File: src/rtl/wb_arbiter.sv
// Write-back arbiter for the single regfile write port.
// Merges the never-stalling ALU result stream with a queued long-latency
// result stream and keeps a pending-destination scoreboard that raises an
// issue stall on RAW/WAW hazards against outstanding long-latency writes.
module wb_arbiter #(
    parameter int XLEN   = 32,
    parameter int AW     = 5,
    parameter int QDEPTH = 4
) (
    input  logic                     clk,
    input  logic                     rst,
    // fixed-latency ALU result stream
    input  logic                     alu_valid,
    input  logic [AW-1:0]            alu_rd,
    input  logic [XLEN-1:0]          alu_data,
    // long-latency result stream (valid/ready)
    input  logic                     lu_valid,
    output logic                     lu_ready,
    input  logic [AW-1:0]            lu_rd,
    input  logic [XLEN-1:0]          lu_data,
    // decode / issue side
    input  logic                     iss_valid,
    input  logic                     iss_long,
    input  logic [AW-1:0]            iss_rd,
    input  logic [AW-1:0]            rs1,
    input  logic [AW-1:0]            rs2,
    output logic                     stall,
    // regfile write port
    output logic                     we,
    output logic [AW-1:0]            wraddr,
    output logic [XLEN-1:0]          wrdata,
    // queue occupancy
    output logic [$clog2(QDEPTH):0]  q_count
);

    localparam int PW   = $clog2(QDEPTH);
    localparam int CW   = PW + 1;
    localparam int NREG = 1 << AW;

    localparam logic [AW-1:0]   RD_ZERO   = {AW{1'b0}};
    localparam logic [NREG-1:0] REG0_MASK = {{(NREG-1){1'b0}}, 1'b1};
    localparam logic [CW-1:0]   CNT_FULL  = CW'(QDEPTH);
    localparam logic [CW-1:0]   CNT_ONE   = {{(CW-1){1'b0}}, 1'b1};
    localparam logic [PW-1:0]   PTR_ONE   = {{(PW-1){1'b0}}, 1'b1};

    // ------------------------------------------------------------------
    // State
    // ------------------------------------------------------------------
    logic [AW-1:0]    q_rd_q   [QDEPTH];
    logic [XLEN-1:0]  q_data_q [QDEPTH];
    logic [PW-1:0]    rd_ptr_q, rd_ptr_d;
    logic [PW-1:0]    wr_ptr_q, wr_ptr_d;
    logic [CW-1:0]    count_q,  count_d;
    logic [NREG-1:0]  pending_q, pending_d;
    logic             we_q,     we_d;
    logic [AW-1:0]    wraddr_q, wraddr_d;
    logic [XLEN-1:0]  wrdata_q, wrdata_d;

    // ------------------------------------------------------------------
    // Combinational control
    // ------------------------------------------------------------------
    logic             q_empty;
    logic             push;
    logic             pop;
    logic             alu_take;
    logic [AW-1:0]    head_rd;
    logic [XLEN-1:0]  head_data;
    logic             iss_set;
    logic [NREG-1:0]  clr_vec;
    logic [NREG-1:0]  set_vec;

    // Ready is taken from the registered count only, so a full queue never
    // accepts a push even when it pops in the same cycle.
    assign lu_ready  = !rst && (count_q < CNT_FULL);
    assign push      = lu_valid && lu_ready;
    assign q_empty   = (count_q == {CW{1'b0}});
    assign head_rd   = q_rd_q[rd_ptr_q];
    assign head_data = q_data_q[rd_ptr_q];

    // ALU writes to x0 are bubbles and leave the port to the queue.
    assign alu_take  = alu_valid && (alu_rd != RD_ZERO);
    assign pop       = !alu_take && !q_empty;

    // Hazard stall is built from registered pending bits only.
    assign stall     = iss_valid && (pending_q[rs1] || pending_q[rs2] || pending_q[iss_rd]);
    assign iss_set   = iss_valid && !stall && iss_long && (iss_rd != RD_ZERO);

    // Set wins over clear because the set mask is ORed in last; bit 0 is
    // forced low since x0 never has an outstanding writer.
    assign clr_vec   = pop     ? (REG0_MASK << head_rd) : {NREG{1'b0}};
    assign set_vec   = iss_set ? (REG0_MASK << iss_rd)  : {NREG{1'b0}};
    assign pending_d = ((pending_q & ~clr_vec) | set_vec) & ~REG0_MASK;

    assign we        = we_q;
    assign wraddr    = wraddr_q;
    assign wrdata    = wrdata_q;
    assign q_count   = count_q;

    // Queue pointer and occupancy next-state.
    always_comb begin
        rd_ptr_d = rd_ptr_q;
        wr_ptr_d = wr_ptr_q;
        count_d  = count_q;
        if (push) begin
            wr_ptr_d = wr_ptr_q + PTR_ONE;
        end else begin
            wr_ptr_d = wr_ptr_q;
        end
        if (pop) begin
            rd_ptr_d = rd_ptr_q + PTR_ONE;
        end else begin
            rd_ptr_d = rd_ptr_q;
        end
        case ({push, pop})
            2'b10:   count_d = count_q + CNT_ONE;
            2'b01:   count_d = count_q - CNT_ONE;
            default: count_d = count_q;
        endcase
    end

    // Fixed-priority write-port selection: ALU first, then queue head.
    always_comb begin
        we_d     = 1'b0;
        wraddr_d = wraddr_q;
        wrdata_d = wrdata_q;
        if (alu_take) begin
            we_d     = 1'b1;
            wraddr_d = alu_rd;
            wrdata_d = alu_data;
        end else if (pop) begin
            if (head_rd != RD_ZERO) begin
                we_d     = 1'b1;
                wraddr_d = head_rd;
                wrdata_d = head_data;
            end else begin
                we_d     = 1'b0;
                wraddr_d = wraddr_q;
                wrdata_d = wrdata_q;
            end
        end else begin
            we_d     = 1'b0;
            wraddr_d = wraddr_q;
            wrdata_d = wrdata_q;
        end
    end

    // Queue storage: written at the tail on an accepted push.
    always_ff @(posedge clk) begin
        if (rst) begin
            for (int i = 0; i < QDEPTH; i++) begin
                q_rd_q[i]   <= {AW{1'b0}};
                q_data_q[i] <= {XLEN{1'b0}};
            end
        end else if (push) begin
            q_rd_q[wr_ptr_q]   <= lu_rd;
            q_data_q[wr_ptr_q] <= lu_data;
        end else begin
            q_rd_q[wr_ptr_q]   <= q_rd_q[wr_ptr_q];
            q_data_q[wr_ptr_q] <= q_data_q[wr_ptr_q];
        end
    end

    // Pointers, occupancy and scoreboard; reset discards everything queued.
    always_ff @(posedge clk) begin
        if (rst) begin
            rd_ptr_q  <= {PW{1'b0}};
            wr_ptr_q  <= {PW{1'b0}};
            count_q   <= {CW{1'b0}};
            pending_q <= {NREG{1'b0}};
        end else begin
            rd_ptr_q  <= rd_ptr_d;
            wr_ptr_q  <= wr_ptr_d;
            count_q   <= count_d;
            pending_q <= pending_d;
        end
    end

    // Registered regfile write port, one cycle after the selected source.
    always_ff @(posedge clk) begin
        if (rst) begin
            we_q     <= 1'b0;
            wraddr_q <= {AW{1'b0}};
            wrdata_q <= {XLEN{1'b0}};
        end else begin
            we_q     <= we_d;
            wraddr_q <= wraddr_d;
            wrdata_q <= wrdata_d;
        end
    end

endmodule

File: config.mk
export PLATFORM = sky130hd
export DESIGN_NAME = wb_arbiter
export DESIGN_NICKNAME = d
export VERILOG_FILES = /design/src/rtl/wb_arbiter.sv
export SDC_FILE = /design/constraint.sdc
export NUM_CORES = 1
export LEC_CHECK = 0
export ABC_AREA = 0
export ABC_CLOCK_PERIOD_IN_PS = 4700
export CAP_MARGIN = 5
export CELL_PAD_IN_SITES_DETAIL_PLACEMENT = 1
export CELL_PAD_IN_SITES_GLOBAL_PLACEMENT = 2
export CORE_AREA = 2 2 212 214
export CTS_CLUSTER_DIAMETER = 100
export DETAILED_ROUTE_END_ITERATION = 8
export DIE_AREA = 0 0 214 216
export PLACE_DENSITY = 0.68
export SLEW_MARGIN = 5
export SYNTH_ARGS = -nofsm -noshare
export SYNTH_HDL_FRONTEND = slang
export SYNTH_SLANG_ARGS = --single-unit
File: constraint.sdc
create_clock -name clk -period 4.7 [get_ports clk]
set_clock_uncertainty 0.1 [all_clocks]
set_input_delay 0.94 -clock clk [delete_from_list [all_inputs] [get_ports clk]]
set_output_delay 0.94 -clock clk [all_outputs]
set_load 0.01 [all_outputs]
==> impl_metrics.ini, run 1 <==
[synthesis]
yosys.area_share.xor_xnor = 0.00482
synthesized_area_um2 = 10900
async_reset_ff_frac = 0
synthAdderAreaFrac = 0.00298
syn_inst = 868
yosysTopAreaCell = sky130_fd_sc_hd__edfxtp_1
synth_area_leaders = sky130_fd_sc_hd__edfxtp_1 41%, sky130_fd_sc_hd__dfxtp_1 14%, sky130_fd_sc_hd__mux4_2 12%, sky130_fd_sc_hd__and2_1 8.7%, sky130_fd_sc_hd__a311oi_2 5.0%
syn-num-nets = 965
proportion_of_synthesized_area_in_mux_cells = 0.130
synth_top_family_by_area = simple AND/OR/NAND/NOR gates
synth-seq-area-share = 0.550
synth_simple_gate_area_frac = 0.175
netlist.area_leader.share = 0.407
synth-main-ff-cell = sky130_fd_sc_hd__edfxtp_1
synth_compound_gate_area_share = 0.105
post_synth.cell_area_avg_um2 = 12.6
distinct_cell_type_count_of_the_synthesized_netlist = 51
synth-edff-count = 148
synth_seq_cells = 226
count_of_warnings_emitted_by_yosys = 0

[setup_path]
critPathMaxFanout = 6
data_arrival_critical_path_ns = 3.46
startpoint_type = primary input
critical_path.cell_chain = clkdlybuf4s50_1 > buf_6 > mux4_2 > nor2_1 > a221oi_1 > a22oi_2 > nand4_2 > o21a_1 > clkdlybuf4s50_1
worstSetupEndpointType = primary output
crit_path_max_incr_delay_ns = 0.57
critical-path-top-delay-family = buffers and inverters
critical_path_required_ns = 3.66
criticalPathCategory = in -> out
regToRegSetupSlack_ns = 1.41
critical_path.slowest_cell = sky130_fd_sc_hd__clkdlybuf4s50_1
cp_most_frequent_cell = sky130_fd_sc_hd__clkdlybuf4s50_1
critical_path_buf_inv_count = 3

[clock_tree]
clock-sinks = 226
clk_pin_slew_worst_paths_ns = 0.06
cts_hold_buf = 0
tritoncts_clock_tree = done
h-tree-depth = 1
post_cts_buffers = 0
cts_root_buffer = sky130_fd_sc_hd__clkbuf_16
cts-root-to-sink-buffers = 3
skew_pair_late_insertion_delay_ns = 0.54
tritoncts.num_buffers = 26
post_cts_resize_count = 0

[placement]
placedCellCount = 1558
preCtsSetupSlack_ns = 0.113
port-buffer-count = 137
placed_cell_area_um2 = 13000
finalWeightedCongestion = 0.830
hpwl_mm = 21.9

[power_and_ir_drop]
cellLeakagePower_nw = 4.75
peakVddDrop_mv = 0.237
cell_pwr_density_nw_per_um2 = 451
totalPowerFinal_mw = 6.26

[sta]
rsz0062_at_grt = false
finalWorstPathRequiredPeriod_ns = 4.50
max_slew_headroom_at_the_worst_pin = 0.219
fin_ws_ns = 0.195
final_hold_viol_count = 0
worst_slew_pin_slew_ns = 1.17
hold_worst_slack_ns = 0.426
final-max-slew-violation-count = 0
setup_viol = 0
fin_crit_sh = 0.958
final.setup.tns_ns = 0
max_freq_mhz = 222

[global_route]
vias_in_the_first_global_route = 8128
grt_pass1_wl_mm = 50.1
grt_antenna_before_repair = 1
largest_net_degree_at_the_start_of_global_routing = 73
residual_overflow_from_global_routing = 0
grt_use_total = 0.141

[floorplanning]
placementRows = 77
die_w_um = 214
starting_utilization_of_the_core_area = 0.249
core-area_um2 = 43800
dieArea_um2 = 46200
die_h_um = 216
floorplan.io_pins = 138

[route]
drc = 0
vias = 7490
vias_per_cell = 4.66
drt_pass1_iterations = 4
postRouteWirelength_mm = 32.6
drt.antenna.violating_nets = 0
dr.first_iter.drc_count = 389
drt-wirelength-per-cell_um = 20.3

[finish]
flow.area_growth_from_synthesis_pct = 27.3
layout_cell_share_with_drive_strength_beyond_1 = 0.182
final_util = 0.317
layout.cell_area.non_filler_um2 = 13900
finish.net_count = 1091
final_cell_count_without_fillers = 1607

[worst_hold_path]
hold_path_class = reg -> reg

[run_status]
run_status = complete, no violations

[flow_run]
cap_violations = 0
## sequential cells by signal (all words and copies together) (netlist names), named ones only
signal / cells
q_data_q: 128
wrdata: 32
pending_q: 31
q_rd_q: 20
wraddr: 5
q_count: 3
rd_ptr_q: 2
wr_ptr_q: 2
we: 1
## area by class of cell
type                    instances  area (um^2)
inverters                      14         52.6
clock inverters                 9         93.8
multi-input cells             566         4610
clock buffers                  39          806
fillers                      4731        29900
flip-flops and latches        226         6010
well taps                     592          741
repair buffers                160         1570
diodes                          1         2.50
## kinds of logic (layout without fill, tap and decap cells)
family,after synthesis,in the layout
compound gates,121,121
xor+xnor,6,6
fa+ha+maj,2,2
other cells,0,1
flops,226,226
mux,67,67
simple gates,370,370
buf+inv,76,222
## placed cells by master (no fill, tap or decap), drive strengths merged, types with 5 or more instances in the layout
cell type      netlist  final
and2               151    151
edfxtp             148    148
clkdlybuf4s50        0    135
nand2              105    105
dfxtp               78     78
nor2                62     62
mux4                59     59
clkbuf              41     39
a311oi              37     37
buf                 21     24
o211ai              23     23
o21ai               22     22
o31ai               16     16
nand3               15     15
inv                 14     15
nor3                 8      8
nor2b                6      6
nand2b               5      5
clkinv               0      5
## Yosys cell counts, drive strengths merged (3+ instances only)
master and instances:
a211o 4, a311oi 37, and2 151, buf 21, clkbuf 41, dfxtp 78, edfxtp 148, inv 14
mux2 4, mux2i 4, mux4 59, nand2 105, nand2b 5, nand3 15, nand3b 3, nor2 62
nor2b 6, nor3 8, nor3b 3, o211ai 23, o21a 3, o21ai 22, o311ai 4, o31ai 16
or2 4, xor2 4
## tightest hold or removal path: stages, from the launching register on
cell	delay, ns
sky130_fd_sc_hd__dfxtp_1	0.32
sky130_fd_sc_hd__xor2_1	0.07
sky130_fd_sc_hd__nor2_1	0.10
## path summary, 6_finish.rpt
kind,start,endpoint,cells after the start
setup reg to reg,flip-flop,wrdata[21],6
hold reg to reg,rd_ptr_q[1],flip-flop,2
setup / recovery,rs2[0],stall,9
hold / removal,rd_ptr_q[1],flip-flop,2
## power breakdown
part / switching (mW) / internal, mW / total [mW]
logic: 0.833 / 0.769 / 1.60
registers: 0.180 / 2.37 / 2.55
clock network: 0.820 / 1.29 / 2.11
total: 1.83 / 4.43 / 6.26
## metal layers
layer	track usage	vias to the layer above	part of all wire
met5	0	-	0
met2	0.249	152	0.50
met3	0.0252	35	0.047
met1	0.178	3839	0.43
met4	0.0343	0	0.015
li1	-	3464	-
(Power assumes the default switching activity.)
==> run 2: changes to the inputs <==
CORE_AREA = 2 2 194 234   (was 2 2 212 214)
DIE_AREA = 0 0 196 236   (was 0 0 214 216)
==> impl_metrics.ini, run 2 (synthesis gave the netlist of run 1 again) <==
[run_status]
run_status = complete, no violations

[placement]
port-buffer-count = 137
hpwl_mm = 21.9
finalWeightedCongestion = 0.827
placed_cell_area_um2 = 13000

[clock_tree]
tritoncts_clock_tree = done
cts_hold_buf = 0
post_cts_buffers = 0
cts_root_buffer = sky130_fd_sc_hd__clkbuf_16
cts-root-to-sink-buffers = 3
skew_pair_late_insertion_delay_ns = 0.53
clock-sinks = 226
post_cts_resize_count = 0
tritoncts.num_buffers = 25
h-tree-depth = 1
clk_pin_slew_worst_paths_ns = 0.06

[power_and_ir_drop]
peakVddDrop_mv = 0.255
cell_pwr_density_nw_per_um2 = 445
cellLeakagePower_nw = 4.70
totalPowerFinal_mw = 6.13

[route]
drc = 0
dr.first_iter.drc_count = 404
drt-wirelength-per-cell_um = 20.6
postRouteWirelength_mm = 32.5
vias_per_cell = 4.67
vias = 7372
drt.antenna.violating_nets = 0
drt_pass1_iterations = 4

[floorplanning]
floorplan.io_pins = 138
die_h_um = 236
placementRows = 85
starting_utilization_of_the_core_area = 0.247
die_w_um = 196
core-area_um2 = 44200
dieArea_um2 = 46300

[worst_hold_path]
hold_path_class = reg -> reg

[finish]
finish.net_count = 1089
layout.cell_area.non_filler_um2 = 13800
final.fill_count = 4846
flow.area_growth_from_synthesis_pct = 26.4
layout_cell_share_with_drive_strength_beyond_1 = 0.182
layout_commonest_cell = sky130_fd_sc_hd__and2_1
final_cell_mix = 151 x sky130_fd_sc_hd__and2_1, 148 x sky130_fd_sc_hd__edfxtp_1, 136 x sky130_fd_sc_hd__clkdlybuf4s50_1, 105 x sky130_fd_sc_hd__nand2_1, 76 x sky130_fd_sc_hd__dfxtp_1
largest_register = q_data_q
largest_register_ff_count = 128

[setup_path]
data_arrival_critical_path_ns = 3.50
critical_path_required_ns = 3.66
critPathMaxFanout = 5
cp_most_frequent_cell = sky130_fd_sc_hd__clkdlybuf4s50_1
critical_path.slowest_cell = sky130_fd_sc_hd__clkdlybuf4s50_1
worstSetupEndpointType = primary output
critical_path.cell_chain = clkdlybuf4s50_1 > mux4_2 > o32a_1 > a22oi_2 > nand4_2 > o21a_1 > clkdlybuf4s50_1
crit_path_max_incr_delay_ns = 0.63
criticalPathCategory = in -> out
startpoint_type = primary input

[global_route]
grt_use_total = 0.142
largest_net_degree_at_the_start_of_global_routing = 73
residual_overflow_from_global_routing = 0
vias_in_the_first_global_route = 8209
grt_antenna_before_repair = 2
grt_pass1_wl_mm = 50.3

[sta]
final-max-slew-violation-count = 0
max_slew_headroom_at_the_worst_pin = 0.231
final_hold_viol_count = 0
rsz0062_at_grt = false
worst_slew_pin_slew_ns = 1.15
finalWorstPathRequiredPeriod_ns = 4.54
fin_crit_sh = 0.966
setup_viol = 0
final.setup.tns_ns = 0
max_freq_mhz = 220

[flow_run]
cap_violations = 0
==> run 2: area by class of cell <==
class                   count  area (um^2)  share of cell area
inverters                  14         52.6             0.00381
clock buffers              33          676              0.0490
repair buffers            159         1570               0.114
diodes                      2         5.00            0.000363
clock inverters            13          146              0.0106
multi-input cells         566         4620               0.335
well taps                 565          707              0.0513
flip-flops and latches    226         6010               0.436
==> run 2: path summary, 6_finish.rpt <==
path / startpoint / end / slack (ns) / cells after the start
worst min-delay path: wrdata[8] / wrdata[8] / 0.43 / 2
worst max register to register: flip-flop / wrdata[12] / 1.54 / 7
worst min register to register: wrdata[8] / wrdata[8] / 0.43 / 2
worst max-delay path: rs2[0] / stall / 0.16 / 7
==> run 2: power by group <==
group          leakage (nW)  switching [mW]  internal [mW]  total [mW]
Clock                 0.404           0.806           1.18        1.98
Combinational          2.12           0.828          0.770        1.60
Sequential             2.18           0.176           2.37        2.55
Total                  4.70            1.81           4.32        6.13
==> run 2: per-layer routing <==
metal  track usage  share of wire  vias to the layer above
met3        0.0213          0.040                       40
met2         0.260           0.52                      151
met5             0              0                        -
li1              -              -                     3458
met4        0.0429          0.024                        0
met1         0.170           0.42                     3723
==> run 2: critical path: cells and delay by family <==
family,cells,cell delay [ns]
buffers and inverters,2,1.10
multiplexers,1,0.55
AND/OR/NAND/NOR,1,0.16
AO/OA/AOI/OAI,3,0.74
==> run 2: per-stage QoR <==
step	setup WS, ns	util	hold WS (ns)	std cells
6_report	0.161	0.312	0.434	1578
5_1_grt	0.0136	0.312	0.448	1576
4_1_cts	0.137	0.312	0.438	1576
3_5_place_dp	0.151	0.293	0.422	1530
3_3_place_gp	0.152	0.293	0.403	1530
2_1_floorplan	0.0676	-	0.374	868
==> run 3: changes to the inputs <==
RECOVER_POWER = 25   (was unset)
==> impl_metrics.ini, run 3 (synthesis gave the netlist of run 1 again) <==
[run_status]
failed_checks = max-capacitance violations, max-slew violations
run_status = finished with violations

[sta]
worst_slew_pin_slew_ns = 2.42
max_slew_headroom_at_the_worst_pin = -0.616
hold_worst_slack_ns = 0.428
setup_viol = 0
fin_ws_ns = 0.163
rsz0062_at_grt = false
final-max-slew-violation-count = 34
final_hold_viol_count = 0
finalWorstPathRequiredPeriod_ns = 4.54
max_freq_mhz = 220
final.setup.tns_ns = 0
fin_crit_sh = 0.965

[finish]
layout_cell_share_with_drive_strength_beyond_1 = 0.177
layout_commonest_cell = sky130_fd_sc_hd__edfxtp_1
largest_register_ff_count = 128
final_cell_mix = 148 x sky130_fd_sc_hd__edfxtp_1, 111 x sky130_fd_sc_hd__and2_1, 108 x sky130_fd_sc_hd__clkdlybuf4s50_1, 105 x sky130_fd_sc_hd__nand2_1, 76 x sky130_fd_sc_hd__dfxtp_1
largest_register = q_data_q
flow.area_growth_from_synthesis_pct = 26.1
layout.cell_area.non_filler_um2 = 13800
final.fill_count = 4852
final_util = 0.311
final_cell_count_without_fillers = 1578
finish.net_count = 1089

[floorplanning]
starting_utilization_of_the_core_area = 0.247
dieArea_um2 = 46300
die_h_um = 236
core-area_um2 = 44200
die_w_um = 196
placementRows = 85
floorplan.io_pins = 138

[route]
drt-wirelength-per-cell_um = 20.6
postRouteWirelength_mm = 32.5
drc = 0
vias = 7422
dr.first_iter.drc_count = 414
drt_pass1_iterations = 4
vias_per_cell = 4.70
drt.antenna.violating_nets = 0

[global_route]
residual_overflow_from_global_routing = 0
largest_net_degree_at_the_start_of_global_routing = 73
vias_in_the_first_global_route = 8209
grt_antenna_before_repair = 3
grt_use_total = 0.142
grt_pass1_wl_mm = 50.3

[setup_path]
critical_path_required_ns = 3.66
critPathMaxFanout = 5
startpoint_type = primary input
r2r-end = wrdata[12]
regToRegSetupSlack_ns = 1.51
criticalPathCategory = in -> out
timing.reg2reg.worst_path_depth = 7
data_arrival_critical_path_ns = 3.50
worstSetupEndpointType = primary output

[clock_tree]
clk_pin_slew_worst_paths_ns = 0.06
cts_hold_buf = 0
skew_pair_late_insertion_delay_ns = 0.53
tritoncts.num_buffers = 25
cts-root-to-sink-buffers = 3
clock-sinks = 226
h-tree-depth = 1
cts_root_buffer = sky130_fd_sc_hd__clkbuf_16
post_cts_buffers = 0
tritoncts_clock_tree = done
post_cts_resize_count = 0

[placement]
port-buffer-count = 137
finalWeightedCongestion = 0.827
preCtsSetupSlack_ns = 0.151
hpwl_mm = 21.9
placedCellCount = 1530
placed_cell_area_um2 = 13000

[power_and_ir_drop]
cellInternalPower_mw = 4.29
power.sequential.fraction = 0.418
power_frac_comb = 0.257
cellLeakagePower_nw = 4.70
peakVddDrop_mv = 0.256
clkPwrFrac = 0.325
power.switching_mw = 1.81
totalPowerFinal_mw = 6.10
power.switching_fraction = 0.296
cell_pwr_density_nw_per_um2 = 443

[worst_hold_path]
timing.hold.worst.start = rd_ptr_q[1]
hold_path_class = reg -> reg
cell_depth_of_the_worst_min_delay_path = 2

[flow_run]
cap_violations = 1
-- run 3: changes by cell type in the layout (fill, tap and decap cells not counted), moves of 2 or more --
| cell | delta |
|---|---|
| sky130_fd_sc_hd__clkdlybuf4s50_1 | -28 |
| sky130_fd_sc_hd__and2_0 | +40 |
| sky130_fd_sc_hd__buf_4 | -5 |
| sky130_fd_sc_hd__clkbuf_1 | +3 |
| sky130_fd_sc_hd__dlygate4sd3_1 | +28 |
| sky130_fd_sc_hd__and2_1 | -40 |
| sky130_fd_sc_hd__clkbuf_2 | +2 |
-- run 3: how the worst max path moves through the flow --
stage	startpoint	slack [ns]	endpoint
final	rs2[0]	0.16	stall
after global routing	iss_rd[1]	0.01	stall
after CTS	rs2[0]	0.14	stall
after detailed placement	rs2[0]	0.15	stall
after global placement	rs2[0]	0.15	stall
after floorplan	rst	0.07	q_data_q[1][0]
-- run 3: power by group through the flow --
stage          logic [mW]  clock network (mW)  registers (mW)
6_report             1.57                1.98            2.55
5_1_grt              1.71                2.13            2.59
4_1_cts              1.64                2.04            2.57
3_5_place_dp         1.63                   0            2.61
3_3_place_gp         1.62                   0            2.60
2_1_floorplan        1.03                   0            2.56
-- run 3: layout make-up --
type	instances	area (um^2)	share of cell area
inverters	14	52.6	0.00382
clock buffers	33	676	0.0491
diodes	2	5.00	0.000364
repair buffers	159	1560	0.113
multi-input cells	566	4610	0.335
well taps	565	707	0.0514
flip-flops and latches	226	6010	0.437
clock inverters	13	146	0.0106
-- run 3: layer usage --
layer  vias up  track usage  share of wire
met5         -            0              0
li1       3464            -              -
met1      3752        0.170           0.41
met2       163        0.260           0.52
met4         0       0.0429          0.025
met3        43       0.0213          0.043
-- run 3: critical path, stage by stage --
cell                              delay [ns]
sky130_fd_sc_hd__clkdlybuf4s50_1        0.64
sky130_fd_sc_hd__mux4_2                 0.55
sky130_fd_sc_hd__o32a_1                 0.30
sky130_fd_sc_hd__a22oi_2                0.22
sky130_fd_sc_hd__nand4_2                0.16
sky130_fd_sc_hd__o21a_1                 0.22
sky130_fd_sc_hd__clkdlybuf4s50_1        0.47
